<file path="config.mk">
export PLATFORM = sky130hd
export DESIGN_NAME = hazard_ctrl_unit
export DESIGN_NICKNAME = d
export VERILOG_FILES = /design/src/rtl/hazard_ctrl_unit.sv
export SDC_FILE = /design/constraint.sdc
export NUM_CORES = 1
export LEC_CHECK = 0
export ABC_CLOCK_PERIOD_IN_PS = 3170
export CAP_MARGIN = 20
export CORE_UTILIZATION = 39
export CTS_CLUSTER_SIZE = 10
export DETAILED_ROUTE_END_ITERATION = 10
export PLACE_DENSITY = 0.68
export SLEW_MARGIN = 5
export SYNTH_ARGS = -nofsm -noshare
export SYNTH_HDL_FRONTEND = slang
export SYNTH_SLANG_ARGS = --single-unit
</file>
<file path="constraint.sdc">
create_clock -name clk -period 3.17 [get_ports clk]
set_input_delay 0.634 -clock clk [delete_from_list [all_inputs] [get_ports clk]]
set_output_delay 0.634 -clock clk [all_outputs]
set_load 0.1 [all_outputs]
</file>
<file path="src/rtl/hazard_ctrl_unit.sv">
// Pipeline hazard controller for the 5-stage RV32 core.
// Handles load-use stalls of configurable length, holds the front end while a multi-cycle
// mul/div occupies EX, and flushes IF/ID and ID/EX on an EX-stage redirect. Also keeps a
// saturating count of cycles in which the PC was not written.
module hazard_ctrl_unit #(
  parameter int unsigned REG_AW   = 5,
  parameter int unsigned LOAD_LAT = 1,
  parameter int unsigned MD_LAT   = 4,
  parameter int unsigned CNT_W    = 32
) (
  input  logic              clk,
  input  logic              rstn,
  input  logic              id_ex_mem_read,
  input  logic              id_ex_reg_write,
  input  logic [REG_AW-1:0] id_ex_rd,
  input  logic              id_ex_md_start,
  input  logic [REG_AW-1:0] if_id_rs1,
  input  logic [REG_AW-1:0] if_id_rs2,
  input  logic              if_id_rs1_used,
  input  logic              if_id_rs2_used,
  input  logic              ex_redirect,
  output logic              pc_wr,
  output logic              if_id_wr,
  output logic              id_ex_wr,
  output logic              if_id_flush,
  output logic              id_ex_flush,
  output logic              ex_mem_flush,
  output logic [1:0]        stall,
  output logic [CNT_W-1:0]  stall_cycles
);

  // Stall cause encoding on the stall output.
  localparam logic [1:0] StallNone     = 2'b00;
  localparam logic [1:0] StallLoadUse  = 2'b01;
  localparam logic [1:0] StallMulDiv   = 2'b10;
  localparam logic [1:0] StallRedirect = 2'b11;

  // The counter must hold the larger of the two reload values.
  localparam int unsigned MaxLat = (MD_LAT > LOAD_LAT) ? MD_LAT : LOAD_LAT;
  localparam int unsigned CntW   = $clog2(MaxLat) + 1;

  // cnt holds the number of further stall-state cycles after the current one. The cycle that
  // detects the hazard is itself a frozen cycle, so a load-use stall spends LOAD_LAT-1 cycles
  // in LU_STALL and a mul/div spends MD_LAT-2 cycles in MD_BUSY (front end frozen MD_LAT-1
  // cycles, so the mul/div instruction occupies EX for MD_LAT cycles in total).
  localparam logic [CntW-1:0] LuInit = CntW'((LOAD_LAT > 1) ? LOAD_LAT - 2 : 0);
  localparam logic [CntW-1:0] MdInit = CntW'((MD_LAT > 2) ? MD_LAT - 3 : 0);

  typedef enum logic [1:0] {
    StIdle,
    StLuStall,
    StMdBusy
  } state_e;

  state_e            state_q, state_d;
  logic [CntW-1:0]   cnt_q, cnt_d;
  logic [CNT_W-1:0]  stall_cycles_q, stall_cycles_d;
  logic              rs1_hit, rs2_hit, lu_hit;

  // Load-use hazard: a load in EX writes a non-zero rd that the ID instruction really reads.
  always_comb begin
    rs1_hit = if_id_rs1_used && (if_id_rs1 == id_ex_rd);
    rs2_hit = if_id_rs2_used && (if_id_rs2 == id_ex_rd);
    lu_hit  = id_ex_mem_read && id_ex_reg_write && (id_ex_rd != '0) && (rs1_hit || rs2_hit);
  end

  // Next-state and output decode; outputs stay at their pass-through defaults during reset.
  always_comb begin
    state_d      = state_q;
    cnt_d        = cnt_q;
    pc_wr        = 1'b1;
    if_id_wr     = 1'b1;
    id_ex_wr     = 1'b1;
    if_id_flush  = 1'b0;
    id_ex_flush  = 1'b0;
    ex_mem_flush = 1'b0;
    stall        = StallNone;

    if (rstn) begin
      unique case (state_q)
        StIdle: begin
          if (ex_redirect) begin
            if_id_flush = 1'b1;
            id_ex_flush = 1'b1;
            stall       = StallRedirect;
          end else if (id_ex_md_start) begin
            pc_wr        = 1'b0;
            if_id_wr     = 1'b0;
            id_ex_wr     = 1'b0;
            ex_mem_flush = 1'b1;
            stall        = StallMulDiv;
            if (MD_LAT > 2) begin
              state_d = StMdBusy;
              cnt_d   = MdInit;
            end
          end else if (lu_hit) begin
            pc_wr       = 1'b0;
            if_id_wr    = 1'b0;
            id_ex_flush = 1'b1;
            stall       = StallLoadUse;
            if (LOAD_LAT > 1) begin
              state_d = StLuStall;
              cnt_d   = LuInit;
            end
          end
        end

        StLuStall: begin
          if (ex_redirect) begin
            // The load's consumer is being squashed, so the stall is abandoned.
            if_id_flush = 1'b1;
            id_ex_flush = 1'b1;
            stall       = StallRedirect;
            state_d     = StIdle;
            cnt_d       = '0;
          end else begin
            pc_wr       = 1'b0;
            if_id_wr    = 1'b0;
            id_ex_flush = 1'b1;
            stall       = StallLoadUse;
            if (cnt_q == '0) begin
              state_d = StIdle;
            end else begin
              cnt_d = cnt_q - CntW'(1);
            end
          end
        end

        StMdBusy: begin
          // EX is owned by the mul/div; redirect and new hazards wait until it drains.
          pc_wr        = 1'b0;
          if_id_wr     = 1'b0;
          id_ex_wr     = 1'b0;
          ex_mem_flush = 1'b1;
          stall        = StallMulDiv;
          if (cnt_q == '0) begin
            state_d = StIdle;
          end else begin
            cnt_d = cnt_q - CntW'(1);
          end
        end

        default: begin
          state_d = StIdle;
          cnt_d   = '0;
        end
      endcase
    end
  end

  // Saturating count of frozen-PC cycles.
  always_comb begin
    stall_cycles_d = stall_cycles_q;
    if (!pc_wr && (stall_cycles_q != '1)) begin
      stall_cycles_d = stall_cycles_q + CNT_W'(1);
    end
  end

  // State, remaining-cycle counter and stall counter registers with synchronous reset.
  always_ff @(posedge clk) begin
    if (!rstn) begin
      state_q        <= StIdle;
      cnt_q          <= '0;
      stall_cycles_q <= '0;
    end else begin
      state_q        <= state_d;
      cnt_q          <= cnt_d;
      stall_cycles_q <= stall_cycles_d;
    end
  end

  assign stall_cycles = stall_cycles_q;

  // A frozen PC always comes with a load-use or mul/div cause.
  a_pc_freeze_cause : assert property (@(posedge clk) disable iff (!rstn)
    !pc_wr |-> (stall == StallLoadUse || stall == StallMulDiv));

  // ID/EX is never written while a mul/div still occupies EX.
  a_md_holds_id_ex : assert property (@(posedge clk) disable iff (!rstn)
    (state_q == StMdBusy) |-> !id_ex_wr);

  // The remaining-cycle counter never exceeds its largest reload value.
  a_cnt_bound : assert property (@(posedge clk) disable iff (!rstn)
    (cnt_q <= LuInit) || (cnt_q <= MdInit));

endmodule

</file>
; ---- Word level (Yosys, flattened, before mapping)
; Index checks and enable logic that the tools add are counted.
[totals]
output_inout_bits = 40
inputBits = 23
register_bits = 37
wordCells = 62
[op_classes]
muxes = 37
n_eq_ne = 7
add_sub_neg = 2
n_reduce_logical = 13
[ops]
columns = op, count
row1 = $add A32 B1 Y32 const B, 1
row2 = $ne A32 B32 Y1 const B, 1
row3 = $mux W1, 18
row4 = $mux W2, 8
row5 = $mux W3, 4
row6 = $pmux W2 S3, 2
row7 = $eq A5 B5 Y1, 2
row8 = $pmux W3 S3, 1
row9 = $logic_and A1 B1 Y1, 6
row10 = $pmux W1 S2, 3
row11 = $reduce_bool A5 Y1, 1
row12 = $ne A2 B2 Y1 const B, 2
row13 = $logic_not A3 Y1, 1
row14 = $pmux W1 S3, 1
row15 = $sub A3 B1 Y3 const B, 1
row16 = $eq A2 B1 Y1 const B, 1
row17 = $eq A2 B2 Y1 const B, 1
row18 = $logic_not A2 Y1, 1
row19 = $reduce_and A2 Y1, 1
row20 = $reduce_or A2 Y1, 1
row21 = $logic_not A1 Y1, 1
row22 = $logic_or A1 B1 Y1, 1

; ---- Logic depth before layout (Yosys ltp)
; Gate-level depths: netlist of the first run.
[logic_depth]
ltp_word = 11
depth_mapped = 10
mapped_depth_nobuf = 8

; ---- Worst setup path before layout of the first run
; OpenSTA, ideal clock, no wires.
[synth_path]
path_kind = in2out
startpoint = in id_ex_rd[1]
endpoint = out id_ex_flush
setup_slack_ns = -0.689
t_arrival_ns = 3.225
cell_stages = 5
n_path_buf = 0
required_time_ns = 2.536
cell_sequence = xnor2_1 -> nand4_1 -> o22ai_1 -> a311oi_1 -> nor3_1
[synth_between]
elab_chain_cells = 9
word_cells_on_any_way = 13
classes_between = eq/ne: 2 / mux: 5 / reduce/logical: 6
[synth_rtl]
columns = item, line_no
row1 = start: declaration, 15  ; input logic [REG_AW-1:0] id_ex_rd,
row2 = "$eq A5 B5 Y1, on equally long branches", "62, 63"
row3 = "$logic_and A1 B1 Y1, on equally long branches", "62, 63"
row4 = $logic_or A1 B1 Y1, 64  ; lu_hit = id_ex_mem_read && id_ex_reg_write && (id_ex_rd != '0) && (rs1_hit || rs2_hit);
row5 = $logic_and A1 B1 Y1 *, 64
row6 = $mux W1 *, 96  ; end else if (lu_hit) begin
row7 = $mux W1 *, 86  ; end else if (id_ex_md_start) begin
row8 = $mux W1 *, 82  ; if (ex_redirect) begin
row9 = $pmux W1 S2 *, 80  ; unique case (state_q)
row10 = $mux W1 *, 79  ; if (rstn) begin
row11 = end: declaration, 26  ; output logic id_ex_flush,
; Mark *: on every way between the ends. The rest lies on a longest branch, timed or not.

; ---- Final worst setup path of the first run
[layout_path]
startpoint = in id_ex_rd[4]
endpoint = out id_ex_flush
; Same word-level chain as after synthesis.

==> results of run 1 <==
final timing paths:
check                                startpoint               to  slack [ps]
worst max-delay path                id_ex_rd[4]      id_ex_flush         140
worst min register to register  stall_cycles[4]  stall_cycles[4]         490
worst max register to register  stall_cycles[0]  stall_cycles[7]         580
worst min-delay path            stall_cycles[4]  stall_cycles[4]         490
through the flow:
stage | area (µm²) | TNS (ps)
2_1_floorplan | 2160 | -1380
4_1_cts | 2900 | 0
3_5_place_dp | 2820 | -13.4
5_1_grt | 2920 | 0
6_report | 2920 | 0
3_3_place_gp | 2820 | 0
cells by family after synthesis:
group / Yosys count / share of synthesized area, %
multiplexers: 9 / 4.20
buffers and inverters: 17 / 6.24
XOR/XNOR: 20 / 8.16
flip-flops: 37 / 34.5
adder cells (fa/ha/maj): 3 / 1.75
AND/OR/NAND/NOR: 131 / 33.7
AO/OA/AOI/OAI: 38 / 11.4
report_power, final:
group	internal, mW	total [mW]	switching (mW)
registers	0.471	0.478	0.00737
logic	0.0910	0.224	0.133
clock network	0.153	0.323	0.170
registers in the layout (all words and copies together), names as in the netlist:
register and cells:
stall_cycles 32, cnt_q 3, state_q 2
cells in the final DEF, fill, tap and decap left out, drive strengths merged, types with 3 or more instances in the layout:
| cell type | instances |
|---|---|
| buf | 49 |
| dfxtp | 37 |
| nand2 | 31 |
| nor2 | 24 |
| clkdlybuf4s50 | 19 |
| nand3 | 18 |
| xnor2 | 15 |
| a21oi | 14 |
| mux2i | 9 |
| nand4 | 9 |
| or3 | 9 |
| and3 | 8 |
| nor3 | 7 |
| nand2b | 6 |
| or4 | 6 |
| o21ai | 6 |
| clkbuf | 6 |
| inv | 5 |
| o31ai | 5 |
| xor2 | 5 |
| and2 | 4 |
| ha | 3 |
| dlymetal6s2s | 3 |
| clkinv | 3 |
| and4 | 3 |
synth_stat cells, types with 2 or more instances:
| master | n |
|---|---|
| and3_1 | 2 |
| xnor2_1 | 15 |
| dfxtp_1 | 37 |
| o31ai_1 | 5 |
| o21ai_0 | 6 |
| o211ai_1 | 2 |
| and3_4 | 3 |
| buf_6 | 3 |
| ha_1 | 3 |
| o21a_1 | 2 |
| or3_1 | 7 |
| nor2_1 | 24 |
| nor3b_1 | 2 |
| nor3_1 | 7 |
| nand2_1 | 30 |
| nand2b_1 | 6 |
| nand4_1 | 7 |
| and2_1 | 2 |
| mux2i_1 | 9 |
| or4_1 | 6 |
| clkbuf_1 | 3 |
| nor4_1 | 2 |
| a211oi_1 | 2 |
| inv_1 | 5 |
| a21oi_1 | 14 |
| and3_2 | 3 |
| nand3_1 | 18 |
| xor2_1 | 5 |
| or3_2 | 2 |
metal layers:
| layer | GRT usage (%) | up-vias | part of all wire [%] |
|---|---|---|---|
| met3 | 4.43 | 7 | 5.5 |
| met2 | 29.0 | 66 | 43 |
| met1 | 24.2 | 924 | 50 |
| li1 | - | 1045 | - |
| met4 | 6.35 | 0 | 1.3 |
| met5 | 0 | - | 0 |
layout make-up:
| type | count | area (µm²) |
|---|---|---|
| timing repair buffer | 71 | 696 |
| tap | 70 | 87.6 |
| sequential | 37 | 741 |
| multi-input combinational | 201 | 1290 |
| inverter | 6 | 22.5 |
| fill | 508 | 2280 |
| clock inverter | 2 | 10.0 |
| clock buffer | 6 | 72.6 |
what timing repair did:
action,in CTS,in global routing
resized for setup,0,5
pin swaps,1,2
endpoints found under the setup margin,2,4
==> implementation parameters, run 1 <==
Parameter                              Value

Placed design
  RD Place Congestion ... 0.797
  DP Cell Count ... 385
  DP Wirelength ... 3800 µm
  Number of buffers inserted by port buffering ... 62
  Worst setup timing slack at the placement stage ... -13.4 ps

Flow run
  Max capacitance violation total ... 0

Global route
  Vias in the first global route ... 1862
  Global-route wire length before repair ... 8600 µm
  GR Util All Layers ... 18.3%
  Global route total overflow ... 0
  Largest net degree at the start of global routing ... 26
  Antenna violations before repair ... 0

Floorplan
  Die Width ... 76.2 µm
  I/O pin count ... 63
  Die extent in y ... 76.2 µm
  Count of standard-cell rows ... 26
  Floorplan Core Area ... 0.00520 mm²
  Effective utilization at floorplan ... 41.2%
  Floorplan die area ... 0.00580 mm²

Finish
  Util after Layout ... 56.2%
  Final nets ... 348
  Synthesis-to-layout area growth ... 36.2%
  Post-route insts no fill ... 393
  Ant diodes ... 0
  Share of final-layout standard cells stronger than drive strength 1 ... 22.9%

STA
  Worst Hold Margin ... 490 ps
  Final period utilization ... 95.6%
  Max-slew violation count ... 0
  Slew headroom ... 73.5%
  Number of failing setup endpoints in the final timing report ... 0
  RSZ-0062 raised after global routing ... no
  Clock skew ... 9.27 ps
  Final hold violation count ... 0
  Minimum clock period ... 3030 ps
  Minimum setup slack in the final design ... 141 ps
  Slew at the pin closest to its max-slew limit ... 395 ps
  Highest achievable clock rate ... 330 MHz

Clock network
  Setup Fix Bufs, Post-CTS ... 0
  Clock root cell ... clkbuf_8
  Clock H-tree levels ... 2
  Skew-Pair Late Insertion Delay ... 290 ps
  Max Buffers Root-to-Sink ... 2
  Clock buffers created by TritonCTS ... 5
  Clock Pin Slew Worst Setup and Hold Paths ... 70 ps
  CTS sink count ... 37
  # hold bufs at CTS ... 0
  Clock tree from TritonCTS ... yes

Logic synthesis
  Number of enable flip-flop cells after synthesis ... 0
  Post-Syn Area per Cell ... 8.41 µm²
  Area fraction of the dominant cell type after synthesis ... 34.5%
  Synth area leader ... dfxtp_1
  Flop and latch count out of synthesis ... 37
  Number of standard cells after synthesis ... 255
  Yosys warning total ... 0
  Net count after synthesis ... 281
  Synth cell types ... 52
  Share of synthesized flip-flops with an asynchronous set or reset ... 0%
  Post-synth top flop ... dfxtp_1
  Portion of the post-synthesis area used by sequential elements ... 34.5%
  Cells taking the most area after synthesis ... dfxtp_1 (35%), xnor2_1 (6.1%), nand2_1 (5.2%)
  Post-synthesis instance area ... 0.00215 mm²

Worst hold path
  Type of the worst min-delay path ... flip-flop to flip-flop
  Hold Path Depth ... 1

Worst setup path
  CP max FO ... 3
  Worst Path Arrival ... 2400 ps
  Element type at the critical path end ... primary output
  Required time reported for the critical path endpoint ... 2540 ps
  Combined buffer and inverter count along the critical path ... 2
  Crit Path Class ... input pin to primary output
  Number of cell instances on the worst register-to-register path ... 9
  Critical path's top delay family ... buffers and inverters
  Stages on the worst setup path ... 7
  Nature of the critical path startpoint ... input pin
  Series of cell instances along the critical path ... clkdlybuf4s50_1, xnor2_1, nand4_1, o22ai_1, a311oi_1, nor3_1, buf_12
  Library cell contributing the largest single delay on the critical path ... clkdlybuf4s50_1
  Delay contributed by the slowest stage of the critical path ... 580 ps

Detailed routing
  Final wirelength ... 5270 µm
  Vias ... 2042
  Number of violations reported at the end of detailed-routing iteration 0 ... 71
  Number of iterations in the first detailed-routing pass ... 4
  Remaining number of nets flagged by the antenna check after routing ... 0
  Total DRC errors in the routed layout ... 0
  Final routed wire length divided by cell count ... 13.4 µm
  Avg Vias per Cell ... 5.20

Pwr
  Peak supply drop ... 0.220 mV
  Total Power ... 1.03 mW
  PwrDens ... 351 mW/mm²
  Leakage Power ... 1.16 nW

Outcome
  Status ... finished clean
Note: power is estimated with default switching activity, not from simulation.
==> run 2, diff against run 1 <==
- CTS_CLUSTER_DIAMETER: not set -> 120
==> results of run 2 <==
Final layout, timing and power as in run 1 (identical DEF).
